<file path="config.mk">
export PLATFORM = sky130hd
export DESIGN_NAME = rr_grant_arbiter_4
export DESIGN_NICKNAME = d
export VERILOG_FILES = /design/src/rtl/rr_grant_arbiter_4.sv
export SDC_FILE = /design/constraint.sdc
export NUM_CORES = 1
export LEC_CHECK = 0
export CORE_MARGIN = 10
export CORE_UTILIZATION = 47
export CTS_CLUSTER_SIZE = 16
export DETAILED_ROUTE_END_ITERATION = 8
export GPL_ROUTABILITY_DRIVEN = 0
export GPL_TIMING_DRIVEN = 0
export PLACE_DENSITY = 0.89
export SYNTH_ARGS = -nofsm -noshare
export SYNTH_HDL_FRONTEND = slang
export SYNTH_SLANG_ARGS = --single-unit
</file>
<file path="constraint.sdc">
create_clock -name clk -period 2.4 [get_ports clk]
set_input_delay 0.48 -clock clk [delete_from_list [all_inputs] [get_ports clk]]
set_output_delay 0.48 -clock clk [all_outputs]
set_load 0.01 [all_outputs]
</file>
<file path="src/rtl/rr_grant_arbiter_4.sv">
// Four-way round-robin grant arbiter with a hold limit: a contended holder is
// pre-empted after MAX_HOLD cycles, and every grant ends with one idle cycle.
module rr_grant_arbiter_4 #(
    parameter int unsigned MAX_HOLD = 8
) (
    input  logic       clk,
    input  logic       rst,
    input  logic       en,
    input  logic [3:0] req,
    output logic [3:0] gnt,
    output logic [1:0] gnt_idx,
    output logic       busy,
    output logic       dbg_state,
    output logic [1:0] dbg_ptr,
    output logic [7:0] dbg_hcnt
);

    localparam logic [7:0] HOLD_MAX = 8'(MAX_HOLD);

    typedef enum logic {
        IDLE  = 1'b0,
        GRANT = 1'b1
    } state_t;

    state_t     state, state_n;
    logic [1:0] ptr, ptr_n;
    logic [7:0] hcnt, hcnt_n;
    logic [1:0] idx_n;
    logic [3:0] gnt_n;
    logic       busy_n;
    logic [1:0] sel_idx;
    logic       others;

    // Scan from the farthest candidate back to ptr so the nearest set bit wins.
    always_comb begin
        sel_idx = ptr;
        for (int k = 3; k >= 0; k--) begin
            if (req[ptr + 2'(k)]) begin
                sel_idx = ptr + 2'(k);
            end
        end
    end

    assign others = |(req & ~(4'b0001 << gnt_idx));

    always_comb begin
        state_n = state;
        ptr_n   = ptr;
        hcnt_n  = hcnt;
        idx_n   = gnt_idx;
        gnt_n   = gnt;
        busy_n  = busy;
        case (state)
            IDLE: begin
                if (en && (|req)) begin
                    state_n = GRANT;
                    idx_n   = sel_idx;
                    gnt_n   = 4'b0001 << sel_idx;
                    busy_n  = 1'b1;
                    hcnt_n  = 8'd1;
                end
            end
            GRANT: begin
                // Release and pre-emption lead to the same exit, so release
                // priority holds without a separate branch.
                if (!en || !req[gnt_idx] || ((hcnt == HOLD_MAX) && others)) begin
                    state_n = IDLE;
                    gnt_n   = 4'b0000;
                    busy_n  = 1'b0;
                    ptr_n   = gnt_idx + 2'd1;
                end else if (hcnt < HOLD_MAX) begin
                    hcnt_n = hcnt + 8'd1;
                end
            end
            default: begin
                state_n = IDLE;
                gnt_n   = 4'b0000;
                busy_n  = 1'b0;
            end
        endcase
    end

    always_ff @(posedge clk or posedge rst) begin
        if (rst) begin
            state   <= IDLE;
            ptr     <= 2'd0;
            hcnt    <= 8'd0;
            gnt_idx <= 2'd0;
            gnt     <= 4'b0000;
            busy    <= 1'b0;
        end else begin
            state   <= state_n;
            ptr     <= ptr_n;
            hcnt    <= hcnt_n;
            gnt_idx <= idx_n;
            gnt     <= gnt_n;
            busy    <= busy_n;
        end
    end

    assign dbg_state = state;
    assign dbg_ptr   = ptr;
    assign dbg_hcnt  = hcnt;

endmodule

</file>
==> flow_results.org <==
** Critical path
- Kind of start point of the critical path :: primary input
- Worst Reg-to-Reg Cells :: 7
- Crit path largest cell delay :: 550 ps
- Startpoint of the most critical setup path :: req[3]
- Category of the critical setup timing path :: primary input to register
- STA classifies the critical path endpoint as a register.
- Data arrival at the endpoint of the critical path :: 2210 ps
- The kind of cell with the highest combined delay along the critical path is multiplexers.
- Of all nets on the critical path, the largest fanout is 8.
- The endpoint identified for the worst register-to-register timing path is dbg_hcnt[2].
- Setup slack on the worst reg-to-reg path comes out at roughly 450 ps.
- The number of buffers and inverters on the critical path is 1.
- Master of the slowest instance on the critical path :: sky130_fd_sc_hd__mux4_2
- The startpoint identified for the worst register-to-register timing path is gnt_idx[0].
- Crit path required time :: between 2000 and 3000 ps
- CP cell instances :: clkdlybuf4s50_1 -> mux4_2 -> o211ai_4 -> nand2_2 -> mux2_1

** Finish
- Most frequent cells in the layout :: sky130_fd_sc_hd__clkdlybuf4s50_1, sky130_fd_sc_hd__dfrtp_1, sky130_fd_sc_hd__inv_1
- Leaving out fill and tap cells, the most frequent cell in the layout is sky130_fd_sc_hd__clkdlybuf4s50_1.
- After filler insertion, the fill cell instance count of the layout stands at 160.
- ANT cells :: 0
- Summing all flip-flop and latch instances after layout gives 450 um2.
- In the final layout, the share of cells above drive strength 1 is 0.0917.
- After routing the design area is 0.00130 mm2.
- The net count of the finished layout is 134.
- From synthesis to final layout, the design area changed by 31.4%.
- Area taken by multi-input logic gates :: 499 um2

** Yosys
- The number of nets handed over by synthesis was 105.
- Mapped Avg Cell Area :: 10.7 um2
- Share of synthesized flip-flops with an asynchronous set or reset :: 1.00
- In the synthesized netlist, the number of instances is between 90 and 100.
- Most used flip-flop cell after synthesis :: sky130_fd_sc_hd__dfrtp_1
- Yosys mapped a number of flops with a built-in enable equal to 0.
- Number of library cell types mapped by synthesis :: 33
- Flops & latches, synth :: 18
- Sequential fraction of the synthesis area :: 0.456
- After synthesis the cells add up to a little under 0.001 mm2.
- Yosys warning total :: 0

** Power and ir drop
- Cell-internal power :: 794 uW
- Power share of the combinational group :: 0.466
- Power comes to 1.25 mW.
- Clock power share :: 0.145
- Summed over all nets, the switching power comes to about 450 uW.
- Pwr/cell area :: 961 mW/mm2
- Of the total power, the share spent switching nets is 0.363.
- The share of total power dissipated in sequential elements is 0.389.
- Worst vdd rail ir drop :: ~0.00064 V
- Leakage power :: between 0.5 and 0.6 nW

** Min path
- The startpoint identified for the worst hold timing path is busy.
- Number of cells traversed by the worst hold path :: 1
- The worst hold path belongs to the class register to register.
- For hold timing, the worst endpoint is busy.

** Clock tree
- Post-cts gate resize count :: 0
- CTS placed an instance of sky130_fd_sc_hd__clkbuf_4 at the clock tree root.
- Total setup buffers inserted after CTS :: 0
- Clock network latency to the later pin of the worst-skew pair :: 290 ps
- Post-cts hold buffer count :: 0
- Clock tree synthesis inserted a total of 3 buffers.
- After clock tree synthesis, the clock-pin slew on the worst setup and hold paths is 100 ps.
- CTS tree :: done
- Clock Path Buffers :: 2
- H-tree levels :: 1
- For this design, the sink count on the clock tree is 18.

** Timing
- In the finished design, the share of the clock period the worst path needs comes to 0.852.
- Between clock sinks in the finished design, the worst skew comes to 7.76 ps.
- Hold WS :: between 500 and 600 ps
- Highest attainable clock frequency :: 489 MHz
- Worst slew slack as a fraction of its limit :: 0.555
- Once routing completed, OpenROAD measured the worst setup slack at 356 ps.
- The final-report hold violation count is 0.
- At the pin with the least slew margin, the transition time is between 600 and 700 ps.
- Final Setup Violations :: 0
- Final TNS setup :: 0 ps
- RSZ-0062 raised after global routing :: no
- The max-slew violation total from the final report was 0.
- Clock period minus final worst setup slack :: 2040 ps

** Status
- Outcome :: completed

** Routing
- Dividing the detail-routed wire length by the instance count gives 14.6 um.
- After detailed routing, the number of remaining DRC violations is 0.
- ANT nets after route :: 0
- Summed over all layers, the routed wires come to 2150 um.
- Vias per cell :: 5.20
- Number of iterations in the first detailed-routing pass :: 4
- The routed layout has ~760 vias.
- Number of design-rule violations left by the first detailed-router iteration :: 21

** Die
- The floorplan step set the die height to 65.8 um.
- In this run the standard cell core region covers 0.00198 mm2.
- Floorplan die width :: 65.8 um
- Number of primary I/O pins :: 25
- Overall die area :: between 0.004 and 0.005 mm2
- Initial core utilization :: 0.498
- Row generation in the floorplan step produced 16 rows.

** Global route
- Largest net degree at the start of global routing :: 19
- The via count of the first global-routing pass is approximately 820.
- GR Util All Layers :: 0.104
- The number of antenna violations at the first check in global routing came to 0.
- For this run the aggregate overflow at the end of global routing stands at 0.
- The first global-routing pass estimated 3640 um of wire.

** Place
- Once placement finished, the instance area stood at 0.00126 mm2.
- Setup slack at placement :: 51.1 ps
- Input/output buffers :: 24
- DP Wirelength :: 1740 um

** Job
- The tool flagged a number of max-cap violations equal to 0.
-- power groups by stage --
stage | Sequential, mW | Clock [mW] | Combinational [mW]
after floorplan | 0.519 | 0 | 0.276
after global placement | 0.483 | 0 | 0.567
after detailed placement | 0.491 | 0 | 0.588
after CTS | 0.486 | 0.182 | 0.592
after global routing | 0.503 | 0.198 | 0.639
final | 0.485 | 0.181 | 0.581
-- area by class of cell --
cell class              instances  share of cell area
flip-flops and latches         18               0.347
clock buffers                   4              0.0280
repair buffers                 24               0.185
plain buffers                   2             0.00579
multi-input cells              64               0.385
well taps                      27              0.0260
inverters                       8              0.0231
-- per-stage QoR --
step | cells | utilization
floorplan | 92 | -
CTS | 147 | 0.655
global route | 147 | 0.655
global placement | 143 | 0.636
detailed placement | 143 | 0.636
finish | 147 | 0.655
-- worst max-delay path by stage --
| stage | end | slack [ps] | cells after the start |
|---|---|---|---|
| 2_1_floorplan | dbg_hcnt[2] | 590 | 7 |
| 3_3_place_gp | dbg_ptr[1] | 70 | 5 |
| 3_5_place_dp | dbg_ptr[1] | 50 | 5 |
| 4_1_cts | dbg_ptr[1] | 350 | 5 |
| 5_1_grt | dbg_ptr[1] | 260 | 6 |
| 6_report | dbg_ptr[0] | 360 | 5 |
-- kinds of logic after synthesis --
group	synth area share
AOI/OAI and AO/OA	0.165
adders and majority gates	0.0760
buffers and inverters	0.0380
DFF	0.456
muxes	0.0672
and+or+nand+nor	0.198
-- metal layers --
metal	wire length (um)	part of all wire	global-route usage	vias to the layer above
met1	913	0.43	0.117	368
li1	-	-	-	380
met5	0	0	0	-
met2	1050	0.49	0.173	14
met3	171	0.080	0.0441	2
met4	9	0.0042	0.0374	0
-- flip-flops by register name, indices dropped and copies added, names as in the netlist --
signal	count
gnt	4
dbg_ptr	2
dbg_state	1
busy	1
gnt_idx	2
dbg_hcnt	8
-- Yosys cell counts (2+ instances only) --
library cell | n | area [um2]
sky130_fd_sc_hd__nor2_1 | 6 | 22.5
sky130_fd_sc_hd__nand2b_1 | 4 | 25.0
sky130_fd_sc_hd__and3_1 | 2 | 12.5
sky130_fd_sc_hd__a21oi_1 | 2 | 10.0
sky130_fd_sc_hd__nand2_1 | 5 | 18.8
sky130_fd_sc_hd__inv_1 | 8 | 30.0
sky130_fd_sc_hd__ha_1 | 6 | 75.1
sky130_fd_sc_hd__o21a_1 | 2 | 15.0
sky130_fd_sc_hd__clkbuf_1 | 2 | 7.51
sky130_fd_sc_hd__o21ai_0 | 5 | 25.0
sky130_fd_sc_hd__dfrtp_1 | 18 | 450
sky130_fd_sc_hd__and2_1 | 5 | 31.3
sky130_fd_sc_hd__a32o_1 | 2 | 20.0
sky130_fd_sc_hd__nor2b_1 | 2 | 12.5
sky130_fd_sc_hd__nand3_1 | 2 | 10.0
sky130_fd_sc_hd__nor3_1 | 2 | 10.0
sky130_fd_sc_hd__mux2_1 | 3 | 33.8
(Power assumes the default switching activity.)
